File: config.mk
export PLATFORM = sky130hd
export DESIGN_NAME = lpm_fifo_wr_arb_flat
export DESIGN_NICKNAME = d
export VERILOG_FILES = /design/src/rtl/lpm_fifo_wr_arb_if.sv /design/src/rtl/lpm_fifo_wr_arb.sv /design/src/flat_wrapper.sv
export SDC_FILE = /design/constraint.sdc
export NUM_CORES = 1
export LEC_CHECK = 0
export CAP_MARGIN = 5
export CORE_UTILIZATION = 38
export CTS_BUF_LIST = sky130_fd_sc_hd__clkbuf_2
export DETAILED_ROUTE_END_ITERATION = 12
export HOLD_SLACK_MARGIN = 0.05
export PLACE_DENSITY = 0.85
export SYNTH_ARGS = -nofsm -noshare
export SYNTH_HDL_FRONTEND = slang
export SYNTH_SLANG_ARGS = --single-unit
File: constraint.sdc
create_clock -name clock -period 3.4 [get_ports clock]
set_input_delay 1.02 -clock clock [delete_from_list [all_inputs] [get_ports clock]]
set_output_delay 1.02 -clock clock [all_outputs]
set_load 0.02 [all_outputs]
File: src/rtl/lpm_fifo_wr_arb_if.sv
// Producer and FIFO-write-side signals of the lpm_fifo write arbiter.
// master: producers + FIFO flag (the environment); slave: the arbiter.
interface lpm_fifo_wr_arb_if #(
    parameter int unsigned LPM_WIDTH = 8,
    parameter int unsigned NUM_REQ   = 4,
    parameter int unsigned REQ_IDW   = 2
);
    logic                         sclr;
    logic [NUM_REQ-1:0]           req;
    logic [NUM_REQ*LPM_WIDTH-1:0] req_data;
    logic [NUM_REQ-1:0]           req_ack;
    logic                         fifo_full;
    logic [LPM_WIDTH-1:0]         fifo_data;
    logic                         fifo_wrreq;
    logic                         grant_vld;
    logic [REQ_IDW-1:0]           grant_id;

    modport master (
        output sclr, req, req_data, fifo_full,
        input  req_ack, fifo_data, fifo_wrreq, grant_vld, grant_id
    );

    modport slave (
        input  sclr, req, req_data, fifo_full,
        output req_ack, fifo_data, fifo_wrreq, grant_vld, grant_id
    );
endinterface

File: src/rtl/lpm_fifo_wr_arb.sv
// Round-robin arbiter sharing one lpm_fifo write port among NUM_REQ producers,
// with zero-latency ack, full-flag stalling and a per-grant burst cap.
module lpm_fifo_wr_arb #(
    parameter int unsigned LPM_WIDTH = 8,
    parameter int unsigned NUM_REQ   = 4,
    parameter int unsigned REQ_IDW   = 2,
    parameter int unsigned MAX_BURST = 4
) (
    input logic              clock,
    input logic              i_aclr,
    lpm_fifo_wr_arb_if.slave bus
);
    localparam int unsigned        CntW      = (MAX_BURST > 1) ? $clog2(MAX_BURST) : 1;
    localparam logic [CntW-1:0]    BurstLast = CntW'(MAX_BURST - 1);
    localparam logic [REQ_IDW-1:0] IdLast    = REQ_IDW'(NUM_REQ - 1);

    typedef enum logic [0:0] {StIdle, StGrant} state_e;

    state_e             r_state;
    logic [REQ_IDW-1:0] r_grant_id;
    logic [REQ_IDW-1:0] r_rr_ptr;
    logic [CntW-1:0]    r_burst_cnt;

    logic               w_grant_vld;
    logic               w_owner_req;
    logic               w_wr;
    logic               w_burst_last;
    logic               w_release;
    logic [REQ_IDW-1:0] w_next_ptr;
    logic               w_sel_vld;
    logic [REQ_IDW-1:0] w_sel_id;
    logic               w_resel_vld;
    logic [REQ_IDW-1:0] w_resel_id;

    // First requester at or after ptr, wrapping at NUM_REQ; MSB flags a hit.
    function automatic logic [REQ_IDW:0] rr_pick(input logic [REQ_IDW-1:0] ptr,
                                                 input logic [NUM_REQ-1:0] req);
        logic [REQ_IDW:0] res;
        int unsigned      idx;
        res = '0;
        for (int unsigned k = 0; k < NUM_REQ; k++) begin
            idx = 32'(ptr) + k;
            if (idx >= NUM_REQ) idx = idx - NUM_REQ;
            if (!res[REQ_IDW] && req[idx[REQ_IDW-1:0]]) res = {1'b1, idx[REQ_IDW-1:0]};
        end
        return res;
    endfunction

    assign w_grant_vld  = (r_state == StGrant);
    assign w_owner_req  = bus.req[r_grant_id];
    assign w_wr         = w_grant_vld & w_owner_req & ~bus.fifo_full & ~bus.sclr;
    assign w_burst_last = (r_burst_cnt == BurstLast);
    assign w_release    = (w_wr & w_burst_last) | ~w_owner_req;
    assign w_next_ptr   = (r_grant_id == IdLast) ? '0 : r_grant_id + 1'b1;

    assign {w_sel_vld, w_sel_id}     = rr_pick(r_rr_ptr, bus.req);
    // Reselection from the post-release pointer lets the next owner start with no bubble.
    assign {w_resel_vld, w_resel_id} = rr_pick(w_next_ptr, bus.req);

    always_comb begin
        bus.req_ack             = '0;
        bus.req_ack[r_grant_id] = w_wr;
        bus.fifo_data           = '0;
        if (w_grant_vld) begin
            bus.fifo_data = bus.req_data[32'(r_grant_id) * LPM_WIDTH +: LPM_WIDTH];
        end
    end

    assign bus.fifo_wrreq = w_wr;
    assign bus.grant_vld  = w_grant_vld;
    assign bus.grant_id   = r_grant_id;

    always_ff @(posedge clock or posedge i_aclr) begin
        if (i_aclr) begin
            r_state     <= StIdle;
            r_grant_id  <= '0;
            r_rr_ptr    <= '0;
            r_burst_cnt <= '0;
        end else if (bus.sclr) begin
            r_state     <= StIdle;
            r_grant_id  <= '0;
            r_rr_ptr    <= '0;
            r_burst_cnt <= '0;
        end else begin
            unique case (r_state)
                StIdle: begin
                    if (w_sel_vld) begin
                        r_state     <= StGrant;
                        r_grant_id  <= w_sel_id;
                        r_burst_cnt <= '0;
                    end
                end
                StGrant: begin
                    if (w_release) begin
                        r_rr_ptr    <= w_next_ptr;
                        r_burst_cnt <= '0;
                        if (w_resel_vld) begin
                            r_grant_id <= w_resel_id;
                        end else begin
                            r_state <= StIdle;
                        end
                    end else if (w_wr) begin
                        r_burst_cnt <= r_burst_cnt + 1'b1;
                    end
                end
                default: r_state <= StIdle;
            endcase
        end
    end
endmodule

File: src/flat_wrapper.sv
// flat-port wrapper written by rule: the top's interface ports become plain ports
module lpm_fifo_wr_arb_flat 
#(
    parameter int unsigned LPM_WIDTH = 8,
    parameter int unsigned NUM_REQ   = 4,
    parameter int unsigned REQ_IDW   = 2,
    parameter int unsigned MAX_BURST = 4
)
  (clock, i_aclr, bus_sclr, bus_req, bus_req_data, bus_fifo_full, bus_req_ack, bus_fifo_data, bus_fifo_wrreq, bus_grant_vld, bus_grant_id);
  lpm_fifo_wr_arb_if #(.LPM_WIDTH(LPM_WIDTH), .NUM_REQ(NUM_REQ), .REQ_IDW(REQ_IDW)) bus_i ();
  input logic clock;
  input logic i_aclr;
  input wire logic [$bits(bus_i.sclr)-1:0] bus_sclr;
  input wire logic [$bits(bus_i.req)-1:0] bus_req;
  input wire logic [$bits(bus_i.req_data)-1:0] bus_req_data;
  input wire logic [$bits(bus_i.fifo_full)-1:0] bus_fifo_full;
  output wire logic [$bits(bus_i.req_ack)-1:0] bus_req_ack;
  output wire logic [$bits(bus_i.fifo_data)-1:0] bus_fifo_data;
  output wire logic [$bits(bus_i.fifo_wrreq)-1:0] bus_fifo_wrreq;
  output wire logic [$bits(bus_i.grant_vld)-1:0] bus_grant_vld;
  output wire logic [$bits(bus_i.grant_id)-1:0] bus_grant_id;
  assign bus_i.sclr = bus_sclr;
  assign bus_i.req = bus_req;
  assign bus_i.req_data = bus_req_data;
  assign bus_i.fifo_full = bus_fifo_full;
  assign bus_req_ack = bus_i.req_ack;
  assign bus_fifo_data = bus_i.fifo_data;
  assign bus_fifo_wrreq = bus_i.fifo_wrreq;
  assign bus_grant_vld = bus_i.grant_vld;
  assign bus_grant_id = bus_i.grant_id;
  lpm_fifo_wr_arb #(.LPM_WIDTH(LPM_WIDTH), .NUM_REQ(NUM_REQ), .REQ_IDW(REQ_IDW), .MAX_BURST(MAX_BURST)) u_core (.clock(clock), .i_aclr(i_aclr), .bus(bus_i));
endmodule
==> metrics, run 1 <==
outcome completed; startpoint class of the critical path input pin; initial standard-cell utilization of the core 0.4090; final standard cell area without fillers 1560 um2; DR WL met3 301 um; Max Clock Freq 296.7 MHz; initial antenna violation count 0; mean routed wirelength per cell 15.69 um; clock tree from TritonCTS built; biggest area contributors in the synthesized netlist sky130_fd_sc_hd__mux4_2, sky130_fd_sc_hd__dfrtp_1, sky130_fd_sc_hd__and2_1, sky130_fd_sc_hd__ha_1, sky130_fd_sc_hd__mux2i_1; Die Wd 51.26 um; number of flops mapped to enable cells by yosys 0; Netlist cell types 35; multiplexer area fraction after synthesis 0.2795; largest driver fanout on the critical path 1; number of nets in the layout 211; number of rows in the core area 17; number of fillers in the final layout 182; clock root buffer sky130_fd_sc_hd__clkbuf_2; number of warnings reported in the yosys synthesis log 0; Tightest Pin Transition 679.5 ps; Max Cap Violations 0; placed wire-length estimate after detailed placement 2.445 mm; gpl congestion 0.8290; average instance area after synthesis 9.041 um2; Longest Clk Path Bufs 2; xor/xnor cell area share of the yosys netlist 0; arrival time reported for the critical path endpoint 2350 ps; Peak supply drop 0.1867 mV; wire length on met1 1.183 mm; Port Buffers 55; register-to-register setup slack 670 ps; Initial DRC Count 19; top-level I/O count 56; met2 WL 1.464 mm; count of mapped cells out of synthesis 102; Tmin final 3370 ps; number of flip-flops and latches in the synthesized netlist 7; vias in the first global route 1036; clock-pin slew on the worst setup and hold paths 80 ps; dominant combinational cell family by area after synthesis multiplexers; number of hold-slack violations in the final timing report 0; fraction of the mapped netlist area in simple logic gates 0.2361; Most used DFF post-synth sky130_fd_sc_hd__dfrtp_1; PwrDens 268.5 nW/um2; Core Footprint 2255 um2; vertical die dimension 51.26 um; Vias/cell 5.570; Clock Sinks 7; worst slew slack as a fraction of its limit 0.5428; Hold/Removal Path Class reg2reg; final routed wirelength across all metal layers 3.028 mm; vias after detailed routing 1075; Die Outline Area 2628 um2; post-synthesis cell area 922.1 um2; Power Internal 0.2674 mW; first-pass GRT wire length 4.774 mm; total negative slack 0 ps; cell leakage power 0.6515 nW; pin count of the biggest net entering global routing 16; diode insertion count for antenna repair 0; H-tree depth 1; count of endpoints failing setup in the final report 0; count of placed standard cells including taps 187; iteration count of the initial detailed-routing pass 4; area leader, netlist sky130_fd_sc_hd__mux4_2; share of Yosys cell area claimed by the top area cell type 0.1954; DR top layer met4; required time worst endpoint 2380 ps; share of synthesized area occupied by flip-flops and latches 0.1900; layout cells sized above 1 0.2182; DRC 0; switching share of total power 0.3618; share of total power in combinational logic 0.619; total CTS buffers 3; Adder-Cell Fraction of Synth Area 0.06784; Final Max Tran Viols 0; number of nets produced by synthesis 147; Setup crit end kind primary output; FFs w/ async S/R, synth 1.000; synthesis-to-finish area growth 69.20%; later-pin clock latency in the skew report 220 ps; post-layout instance count excluding filler cells 193; type of the setup path with the least slack in2out; remaining antenna violation count after routing 0; part of the power in the clock network 0.145; global-route usage over all layers 0.2431; compound-gate portion of the synthesized area 0.1560; clk_skew 1.736 ps; power dissipated by switching net loads 0.1516 mW; register share of total power 0.236; Overflow after GRT 0; dpl cell area 1544 um2; Final period util 0.9913
[worst max-delay path, cell delays in order]
cell	delay [ps]
sky130_fd_sc_hd__clkdlybuf4s50_1	400
sky130_fd_sc_hd__mux4_2	450
sky130_fd_sc_hd__and2_1	160
sky130_fd_sc_hd__dlygate4sd2_1	310
[routing by layer]
metal | GRT usage | up-vias
met5 | 0 | -
met4 | 0.08108 | 0
met3 | 0.05952 | 10
met2 | 0.4320 | 62
met1 | 0.2831 | 500
li1 | - | 503
[cell usage in the layout, fill, tap and decap left out, types with 3 or more instances in the layout]
master	Yosys	routed
sky130_fd_sc_hd__a21oi_1	5	5
sky130_fd_sc_hd__o21ai_0	3	3
sky130_fd_sc_hd__mux2i_1	4	4
sky130_fd_sc_hd__dlygate4sd2_1	0	7
sky130_fd_sc_hd__mux4_2	8	8
sky130_fd_sc_hd__and2_1	12	11
sky130_fd_sc_hd__clkdlybuf4s50_1	0	38
sky130_fd_sc_hd__clkbuf_2	0	8
sky130_fd_sc_hd__dfrtp_1	7	7
sky130_fd_sc_hd__buf_4	0	12
sky130_fd_sc_hd__ha_1	5	5
sky130_fd_sc_hd__nand2_1	8	8
sky130_fd_sc_hd__nor2_1	8	8
sky130_fd_sc_hd__inv_1	7	7
sky130_fd_sc_hd__clkdlybuf4s15_1	0	4
[power by group through the flow]
stage / Clock, mW / Combinational (mW) / Sequential (mW)
global placement: 0 / 0.254 / 0.100
floorplan: 0 / 0.146 / 0.105
CTS: 0.0626 / 0.258 / 0.0990
global route: 0.0675 / 0.279 / 0.100
finish: 0.0609 / 0.259 / 0.0989
detailed placement: 0 / 0.263 / 0.101
[state kept, by name (all words and copies together) (netlist names)]
register and cells:
u_core.bus.grant_id 2, u_core.bus.grant_vld 1, u_core.r_burst_cnt 2, u_core.r_rr_ptr 2
[area by class of cell]
class | count | area [um2] | share of cell area
Inverter | 7 | 26.28 | 0.01684
Tap cell | 28 | 35.03 | 0.02245
Sequential cell | 7 | 175.2 | 0.1123
Timing Repair Buffer | 67 | 614.3 | 0.3937
Multi-Input combinational cell | 80 | 689.4 | 0.4419
Clock buffer | 4 | 20.02 | 0.01283
[cells by family (layout without fill, tap and decap cells)]
kind of cell               count (synthesis)  count (layout)
and+or+nand+nor                           40              40
AOI/OAI and AO/OA                         21              21
buffers and inverters                     15              78
muxes                                     14              14
DFF                                        7               7
adders and majority gates                  5               5
[through the flow]
stage	util	worst slack [ps]	power, mW	hold WS (ps)
final	0.6920	29.68	0.4190	517.3
after global routing	0.6920	-7.004	0.4463	560.5
after CTS	0.6970	4.155	0.4200	515.3
after detailed placement	0.6848	-521.1	0.3639	499.6
after global placement	0.6848	-467.0	0.3543	470.4
after floorplan	-	144.3	0.2501	453.8
[what timing repair did]
action | in CTS | in global routing
setup buffers | 2 | 0
pin swaps | 1 | 0
hold buffers | 0 | 0
gates resized for setup | 29 | 10
setup endpoints to repair | 13 | 9
[cells in the mapped netlist (2+ instances only)]
library cell,n
sky130_fd_sc_hd__mux4_2,8
sky130_fd_sc_hd__o2111ai_1,2
sky130_fd_sc_hd__ha_1,5
sky130_fd_sc_hd__clkbuf_1,6
sky130_fd_sc_hd__o211ai_1,2
sky130_fd_sc_hd__nand2b_1,2
sky130_fd_sc_hd__a21oi_1,5
sky130_fd_sc_hd__nand2_1,8
sky130_fd_sc_hd__nand3_1,2
sky130_fd_sc_hd__mux2i_1,4
sky130_fd_sc_hd__dfrtp_1,7
sky130_fd_sc_hd__inv_1,7
sky130_fd_sc_hd__and2_1,12
sky130_fd_sc_hd__a211oi_1,2
sky130_fd_sc_hd__nor2_1,8
sky130_fd_sc_hd__o21ai_0,3
[worst paths after layout]
| kind | from | endpoint | cells after the start |
|---|---|---|---|
| worst max-delay path | bus_req_data[4] | bus_fifo_data[4] | 4 |
| worst min-delay path | u_core.r_burst_cnt[0] | u_core.r_burst_cnt[0] | 1 |
| worst max register to register | u_core.bus.grant_id[0] | u_core.bus.grant_id[1] | 8 |
| worst min register to register | u_core.r_burst_cnt[0] | u_core.r_burst_cnt[0] | 1 |
| max in group asynchronous | i_aclr | u_core.bus.grant_id[1] | 2 |
| min in group asynchronous | i_aclr | u_core.r_burst_cnt[0] | 2 |
Power figures use the tool's default switching activity.
==> run 2: changes to the inputs <==
Settings changed: CAP_MARGIN 5 to 20.
==> results of run 2 <==
The final DEF is identical to that of run 1; final timing and power are the same.
